[src/rtl/alu_pkg.sv]
// Shared opcode and sequencer state definitions for the nibble-serial ALU front end.
package alu_pkg;

    localparam logic [1:0] OP_ADD = 2'b00;
    localparam logic [1:0] OP_SUB = 2'b01;
    localparam logic [1:0] OP_AND = 2'b10;
    localparam logic [1:0] OP_OR  = 2'b11;

    typedef enum logic [1:0] {
        ST_IDLE = 2'd0,
        ST_EXEC = 2'd1,
        ST_DONE = 2'd2
    } state_t;

    // ADD and SUB chain a carry/borrow between nibbles; the logic ops do not.
    function automatic logic op_is_arith(input logic [1:0] op);
        return (op == OP_ADD) || (op == OP_SUB);
    endfunction

endpackage

[src/rtl/alu_4bit.sv]
// Combinational 4-bit ALU slice: add/sub with carry-in, bitwise and/or.
module alu_4bit
    import alu_pkg::*;
(
    input  logic [3:0] i_a,
    input  logic [3:0] i_b,
    input  logic [1:0] i_op,
    input  logic       i_cin,
    output logic [3:0] o_result,
    output logic       o_cout
);

    logic [4:0] w_sum;
    logic [4:0] w_diff;

    assign w_sum  = {1'b0, i_a} + {1'b0, i_b} + {4'b0000, i_cin};
    // Bit 4 of the 5-bit difference goes high exactly when a < b + cin (borrow out).
    assign w_diff = {1'b0, i_a} - {1'b0, i_b} - {4'b0000, i_cin};

    always_comb begin
        o_result = 4'h0;
        o_cout   = 1'b0;
        case (i_op)
            OP_ADD: begin
                o_result = w_sum[3:0];
                o_cout   = w_sum[4];
            end
            OP_SUB: begin
                o_result = w_diff[3:0];
                o_cout   = w_diff[4];
            end
            OP_AND:  o_result = i_a & i_b;
            OP_OR:   o_result = i_a | i_b;
            default: o_result = 4'h0;
        endcase
    end

endmodule

[src/rtl/alu_nibble_serial.sv]
// Wide-operand sequencer: streams one WIDTH-bit operation through a single alu_4bit,
// LSB nibble first, and returns the assembled result over a valid/ready response port.
module alu_nibble_serial
    import alu_pkg::*;
#(
    parameter int NIBBLES = 2
)
(
    input  logic                 clk,
    input  logic                 rst,
    input  logic                 in_valid,
    output logic                 in_ready,
    input  logic [4*NIBBLES-1:0] in_a,
    input  logic [4*NIBBLES-1:0] in_b,
    input  logic [1:0]           in_op,
    output logic                 out_valid,
    input  logic                 out_ready,
    output logic [4*NIBBLES-1:0] out_result,
    output logic                 out_cout,
    output logic                 out_zero,
    output state_t               o_dbg_state
);

    // Handshakes: a transfer happens on a rising edge where valid and ready are both 1.
    // in_ready is high only in IDLE; out_valid only in DONE, holding all response
    // outputs steady until out_ready is seen.
    localparam int IDX_W = (NIBBLES > 1) ? $clog2(NIBBLES) : 1;

    state_t                    r_state;
    logic [NIBBLES-1:0][3:0]   r_a;
    logic [NIBBLES-1:0][3:0]   r_b;
    logic [NIBBLES-1:0][3:0]   r_result;
    logic [1:0]                r_op;
    logic [IDX_W-1:0]          r_idx;
    logic                      r_carry;
    logic                      r_in_ready;
    logic                      r_out_valid;
    logic                      r_cout;
    logic                      r_zero;

    logic [3:0]                w_alu_a;
    logic [3:0]                w_alu_b;
    logic                      w_alu_cin;
    logic [3:0]                w_alu_result;
    logic                      w_alu_cout;
    logic                      w_last;
    logic [NIBBLES-1:0][3:0]   w_next_result;

    assign w_alu_a   = r_a[r_idx];
    assign w_alu_b   = r_b[r_idx];
    assign w_alu_cin = op_is_arith(r_op) ? r_carry : 1'b0;
    assign w_last    = (r_idx == IDX_W'(NIBBLES - 1));

    alu_4bit u_alu (
        .i_a      (w_alu_a),
        .i_b      (w_alu_b),
        .i_op     (r_op),
        .i_cin    (w_alu_cin),
        .o_result (w_alu_result),
        .o_cout   (w_alu_cout)
    );

    // Result with the current nibble merged in, so the zero flag can be registered
    // on the same edge that writes the final nibble.
    always_comb begin
        w_next_result        = r_result;
        w_next_result[r_idx] = w_alu_result;
    end

    always_ff @(posedge clk) begin
        if (rst) begin
            r_state     <= ST_IDLE;
            r_a         <= '0;
            r_b         <= '0;
            r_result    <= '0;
            r_op        <= OP_ADD;
            r_idx       <= '0;
            r_carry     <= 1'b0;
            r_in_ready  <= 1'b1;
            r_out_valid <= 1'b0;
            r_cout      <= 1'b0;
            r_zero      <= 1'b0;
        end else begin
            case (r_state)
                ST_IDLE: begin
                    r_in_ready  <= 1'b1;
                    r_out_valid <= 1'b0;
                    if (in_valid && r_in_ready) begin
                        r_a        <= in_a;
                        r_b        <= in_b;
                        r_op       <= in_op;
                        r_carry    <= 1'b0;
                        r_idx      <= '0;
                        r_in_ready <= 1'b0;
                        r_state    <= ST_EXEC;
                    end
                end
                ST_EXEC: begin
                    r_result <= w_next_result;
                    r_carry  <= w_alu_cout;
                    if (w_last) begin
                        r_idx       <= '0;
                        r_cout      <= op_is_arith(r_op) ? w_alu_cout : 1'b0;
                        r_zero      <= (w_next_result == '0);
                        r_out_valid <= 1'b1;
                        r_state     <= ST_DONE;
                    end else begin
                        r_idx <= r_idx + 1'b1;
                    end
                end
                ST_DONE: begin
                    if (out_ready) begin
                        r_out_valid <= 1'b0;
                        r_in_ready  <= 1'b1;
                        r_state     <= ST_IDLE;
                    end
                end
                default: begin
                    r_in_ready  <= 1'b1;
                    r_out_valid <= 1'b0;
                    r_state     <= ST_IDLE;
                end
            endcase
        end
    end

    assign in_ready    = r_in_ready;
    assign out_valid   = r_out_valid;
    assign out_result  = r_result;
    assign out_cout    = r_cout;
    assign out_zero    = r_zero;
    assign o_dbg_state = r_state;

endmodule
[config.mk]
export PLATFORM = sky130hd
export DESIGN_NAME = alu_nibble_serial
export DESIGN_NICKNAME = d
export VERILOG_FILES = /design/src/rtl/alu_pkg.sv /design/src/rtl/alu_4bit.sv /design/src/rtl/alu_nibble_serial.sv
export SDC_FILE = /design/constraint.sdc
export NUM_CORES = 1
export LEC_CHECK = 0
export ABC_AREA = 1
export CAP_MARGIN = 20
export CORE_AREA = 2 2 71 100
export DETAILED_ROUTE_END_ITERATION = 16
export DIE_AREA = 0 0 73 102
export PLACE_DENSITY = 0.61
export SYNTH_ARGS = -nofsm -noshare
export SYNTH_HDL_FRONTEND = slang
export SYNTH_SLANG_ARGS = --single-unit
export TNS_END_PERCENT = 5
[constraint.sdc]
create_clock -name clk -period 5.38 [get_ports clk]
set_input_delay 0.807 -clock clk [delete_from_list [all_inputs] [get_ports clk]]
set_output_delay 0.807 -clock clk [all_outputs]
set_load 0.05 [all_outputs]
# ---- Word level (Yosys, flattened, before mapping)
# Index checks and enable logic that the tools add are counted.
dict set report totals {
  inputBits 22
  regBits 34
  out_inout_bits 14
  wordCells 70
}
dict set report op_classes {
  bitwise_logic 3
  n_addsub 5
  eq_ne 8
  magnitude_cmp 2
  n_mux 25
  reduce_logical 13
}
# operator count
set ops {}
lappend ops {{$mux 4} 5}
lappend ops {{$pmux 4 s4} 1}
lappend ops {{$reduce_and 2->1} 5}
lappend ops {{$bwmux 8} 1}
lappend ops {{$logic_not 8->1} 1}
lappend ops {{$mux 1} 8}
lappend ops {{$pmux 1 s2} 4}
lappend ops {{$eq 2x2->1 const B} 3}
lappend ops {{$mux 2} 3}
lappend ops {{$ne 2x2->1 const B} 3}
lappend ops {{$pmux 2 s3} 1}
lappend ops {{$add 4x4->5} 1}
lappend ops {{$add 5x1->5} 1}
lappend ops {{$sub 4x4->5} 1}
lappend ops {{$sub 5x1->5} 1}
lappend ops {{$and 4x4->4} 1}
lappend ops {{$demux 4 s1} 1}
lappend ops {{$eq 2x1->1 const B} 2}
lappend ops {{$logic_not 2->1} 2}
lappend ops {{$or 4x4->4} 1}
lappend ops {{$pmux 1 s3} 1}
lappend ops {{$reduce_and 3->1} 1}
lappend ops {{$logic_and 1x1->1} 2}
lappend ops {{$lt 1x2->1 const B} 1}
lappend ops {{other kinds (5)} 5}

# ---- Logic depth before layout (Yosys ltp)
dict set report logic_depth {
  ltp_word 7
  mapped_depth 16
  depth_no_buf 16
}

# ---- Modules after synthesis
# A second synthesis with hierarchy kept.
dict set report hier_totals {
  hier_cells 276
  area_unflattened_um2 1973.1
}
# module area_per_inst_um2 cells_each n_inst seq_area_each_um2
set modules_own_cells {}
lappend modules_own_cells {alu_nibble_serial 1403.8 190 1 680.7}
lappend modules_own_cells {alu_4bit 569.3 86 1 0.0}

# ---- Worst setup path after synthesis
# No wires, ideal clock.
dict set report synth_timing {
  path_type {register -> register}
  from {register r_idx}
  to {register r_zero, in the netlist out_zero}
  t_arrival_ps 2448
  n_path_buf 0
  required_time_ps 5315
  path_stages_with_launch 15
  synth_period_minus_slack_ps 2513
  setup_ps 65
  path_slack_ps 2867
  path_cell_list {dfxtp_1 -> inv_2 -> or2_2 -> o21ai_0 -> inv_1 -> fa_1 -> fa_1 -> inv_1 -> nand2_1 -> nand4_1 -> nor2_1 -> nand3_1 -> nor2_1 -> nor2_1 -> nor2_1}
}
dict set report synth_between {
  elab_chain_len 7
  word_cells_on_any_way 19
  classes_between {add/sub (4); order compare (2); mux (8); bitwise (2); reduce/logical (3)}
}
# item line_no
set synth_rtl {}
lappend synth_rtl {{start: declaration} alu_nibble_serial.sv:34} ;# logic [IDX_W-1:0] r_idx;
lappend synth_rtl {{start signal: assignment} alu_nibble_serial.sv:108} ;# r_idx <= r_idx + 1'b1;
lappend synth_rtl {{$mux 4 (on tied branches) (2 in a row)} {alu_nibble_serial.sv:49, alu_nibble_serial.sv:50}}
lappend synth_rtl {{$sub 4x4->5 or $add 4x4->5 (tied branches)} {alu_4bit.sv:18, alu_4bit.sv:16}}
lappend synth_rtl {{$sub 5x1->5 or $add 5x1->5 (tied branches)} {alu_4bit.sv:18, alu_4bit.sv:16}}
lappend synth_rtl {{$pmux 4 s4} alu_4bit.sv:23} ;# case (i_op)
lappend synth_rtl {{$bwmux 8} alu_nibble_serial.sv:67} ;# w_next_result[r_idx] = w_alu_result;
lappend synth_rtl {{$logic_not 8->1} alu_nibble_serial.sv:104} ;# r_zero <= (w_next_result == '0);
lappend synth_rtl {{end signal: assignment} alu_nibble_serial.sv:104}
lappend synth_rtl {{end: declaration} alu_nibble_serial.sv:39} ;# logic r_zero;
# Parallel ways exist; a longest one is shown, timed or not. The select of a mux whose other input is x is not followed.
# A chain may end at the register's enable or synchronous reset.

# ---- Worst setup path after layout
# Same ends and word-level chain as after synthesis.

==> summary.md <==
| Metric | Value |
|---|---|
| Clock Path Buffers | `2` |
| Top FF cell, synth | `dfxtp_1` |
| Area of the mapped netlist | `1910 um2` |
| Final setup violation count | `0` |
| Inserted Diodes | `0` |
| Unique masters post-synth | `25` |
| Required time worst endpoint | `5.59 ns` |
| Gate Count Post-Synth | `267` |
| Sequential fraction of the synthesis area | `35.7%` |
| Core area | `6530 um2` |
| Mean post-synth cell area | `7.14 um2` |
| Port bufs | `35` |
| RR Endpoint | `out_zero$_SDFFE_PP0P_` |
| First-pass GRT wire length | `7.38 mm` |
| Root buffer selected by CTS | `clkbuf_8` |
| Die Area | `7450 um2` |
| Sum of negative setup slack | `0 ns` |
| Critical Path Fanout Max | `13` |
| Most common cell on crit path | `nor2_1` |
| Post-place setup slack | `2.43 ns` |
| CTS Hold Bufs | `0` |
| FF+latch count, synth | `34` |
| Post-Route Utilization | `37.0%` |
| Initial antenna violation count | `0` |
| Outcome | `complete, no violations` |
| Rel. slew slack | `52.2%` |
| Antenna-violating nets left | `0` |
| DP Cell Count | `367` |
| Max-cap violation count | `0` |
| Vias | `1716` |
| # DRC | `0` |
| Hold_ws | `0.461 ns` |
| Clock Pin Slew Worst Setup and Hold Paths | `0.07 ns` |
| Die Wd | `73 um` |
| Crit-path slowest cell | `dfxtp_1` |
| Routed wire length | `4.33 mm` |
| Final instance area | `2410 um2` |
| Largest net degree at the start of global routing | `27` |
| Critical Path Sink | `out_zero$_SDFFE_PP0P_` |
| # rows | `35` |
| CTS HTree Levels | `2` |
| Largest area contributor in the netlist | `dfxtp_1` |
| Via/cell ratio | `4.59` |
| Vias in the first global route | `1645` |
| Yosys warnings | `0` |
| Crit path arrival time | `3.14 ns` |
| Initial core utilization | `29.2%` |
| Die H | `102 um` |
| Hold WC Path Type | `flop to flop` |
| Post-synth top cells | `nor2_1 (43), inv_1 (40), dfxtp_1 (34)` |
| Origin of the worst setup path | `r_idx$_SDFFE_PP0P_` |
| Synth top area share | `35.7%` |
| CP max stage delay | `0.54 ns` |
| R2R Setup Slk | `2.45 ns` |
| RSZ-0062 raised after global routing | `false` |
| Slew Viols, Final | `0` |
| Final Hold Viols | `0` |
| Worst Min Path Start | `out_valid$_SDFFE_PP0P_` |
| Drt pass-1 iters | `4` |
| Post-cts gate resize count | `0` |
| Worst-case reg-to-reg path depth | `14` |
| Post-CTS setup buffers | `0` |
| CP Cell Sequence | `inv_2 -> or2_2 -> o21ai_0 -> inv_1 -> fa_1 -> fa_1 -> inv_1 -> nand2_1 -> nand4_1 -> nor2_1 -> nand3_1 -> nor2_1 -> nor2_1 -> nor2_1` |
| Max Fclk | `0.341 GHz` |
| Share of cells above drive strength 1 | `9.67%` |
| FFs w/ async S/R, synth | `0%` |
| Worst Setup Start Kind | `flop` |
| Final Non-Filler Cells | `374` |
| IO Pins | `36` |
| Sink Count | `34` |
| Reg2reg start | `r_idx$_SDFFE_PP0P_` |
| Total Routing Usage GR | `12.6%` |
| Placed Instance Area | `2300 um2` |
| DRC marker count from the first detailed-route iteration | `76` |
| Remaining Overflow, GRT | `0` |
| Final nets | `338` |
| Post-DP HPWL | `3.50 mm` |
| Total CTS buffers | `5` |
| Setup ws final | `2.45 ns` |
| Routability Congestion | `0.879` |
| Min cycle time layout | `2.93 ns` |
| Ranking of synthesized cells by area | `dfxtp_1 (36%), nor2_1 (8.5%), ha_1 (7.9%)` |
| Count leader, synth | `nor2_1` |
| Pin slew with the least headroom to its limit | `0.709 ns` |
| Synth-to-layout area growth | `26.5%` |
| Setup crit end kind | `flop` |
| CP Class | `flop to flop` |
| CTS tree | `done` |
| Peak supply drop | `0.000151 V` |
| Pwr/cell area | `351 nW/um2` |
| Worst-Skew Late Latency | `0.28 ns` |
| Tot Pwr | `0.845 mW` |
| Final Cycle Share | `54.5%` |
| Syn Nets | `305` |
| Worst clock skew | `0.00627 ns` |
| Post-synth EDFFs | `0` |
| Routed len/inst | `11.6 um` |
| P_leak | `1.09 nW` |
-- layout make-up --
class                           instances  area, um2
Clock buffer                            6       82.6
Clock inverter                          1       30.0
Multi-Input combinational cell        178       1000
Timing Repair Buffer                   35        350
Tap cell                               74       92.6
Sequential cell                        34        681
Inverter                               46        173
Fill cell                             698       4110
-- worst min path at each step --
stage / end / slack [ns] / cells after the start
3_3_place_gp: out_result[4]$_SDFFE_PP0P_ / 0.45 / 2
3_5_place_dp: out_result[4]$_SDFFE_PP0P_ / 0.45 / 2
6_report: out_valid$_SDFFE_PP0P_ / 0.46 / 2
4_1_cts: out_result[4]$_SDFFE_PP0P_ / 0.47 / 2
2_1_floorplan: r_a[5]$_SDFFE_PP0P_ / 0.43 / 2
5_1_grt: out_valid$_SDFFE_PP0P_ / 0.48 / 2
-- layout by cell type (no fill, tap or decap), drive strengths merged --
cell,count
clkbuf,6
inv,46
nand2,30
dfxtp,34
a21oi,18
o21ai,34
nor2,47
nand3,17
or2,9
bufinv,1
fa,4
ha,12
a211oi,4
clkdlybuf4s50,35
o211ai,1
nand4,2
-- sequential cells by signal, indices dropped and copies added (netlist names) --
register     cells
r_carry          1
r_op             2
o_dbg_state      2
in_ready         1
out_result       8
out_zero         1
r_b              8
r_idx            1
out_cout         1
r_a              8
out_valid        1
-- cell families (layout without fill, tap and decap cells) --
kind of cell	count (synthesis)	count (layout)	synth area share (%)
buf+inv	55	88	11.7
fa+ha+maj	16	16	12.1
compound gates	57	57	15.6
simple gates	105	105	24.9
flops	34	34	35.7
-- critical path: cells and delay by family (launching register included) --
family / cells / cell delay [ns]
compound gates: 1 / 0.20
flops: 1 / 0.54
simple gates: 8 / 0.89
buf+inv: 3 / 0.33
fa+ha+maj: 2 / 0.94
-- where the power goes --
| group | internal, mW | total [mW] | switching, mW |
|---|---|---|---|
| clock | 0.148 | 0.236 | 0.0882 |
| combinational | 0.113 | 0.309 | 0.196 |
| sequential | 0.279 | 0.299 | 0.0203 |
-- layer usage --
metal | up-vias | GRT usage, % | part of all wire (%)
met5 | - | 0 | 0
met2 | 50 | 22.0 | 51
li1 | 904 | - | -
met4 | 0 | 7.41 | 4.2
met1 | 746 | 13.7 | 41
met3 | 16 | 3.06 | 4.2
Note: power is estimated with default switching activity, not from simulation.
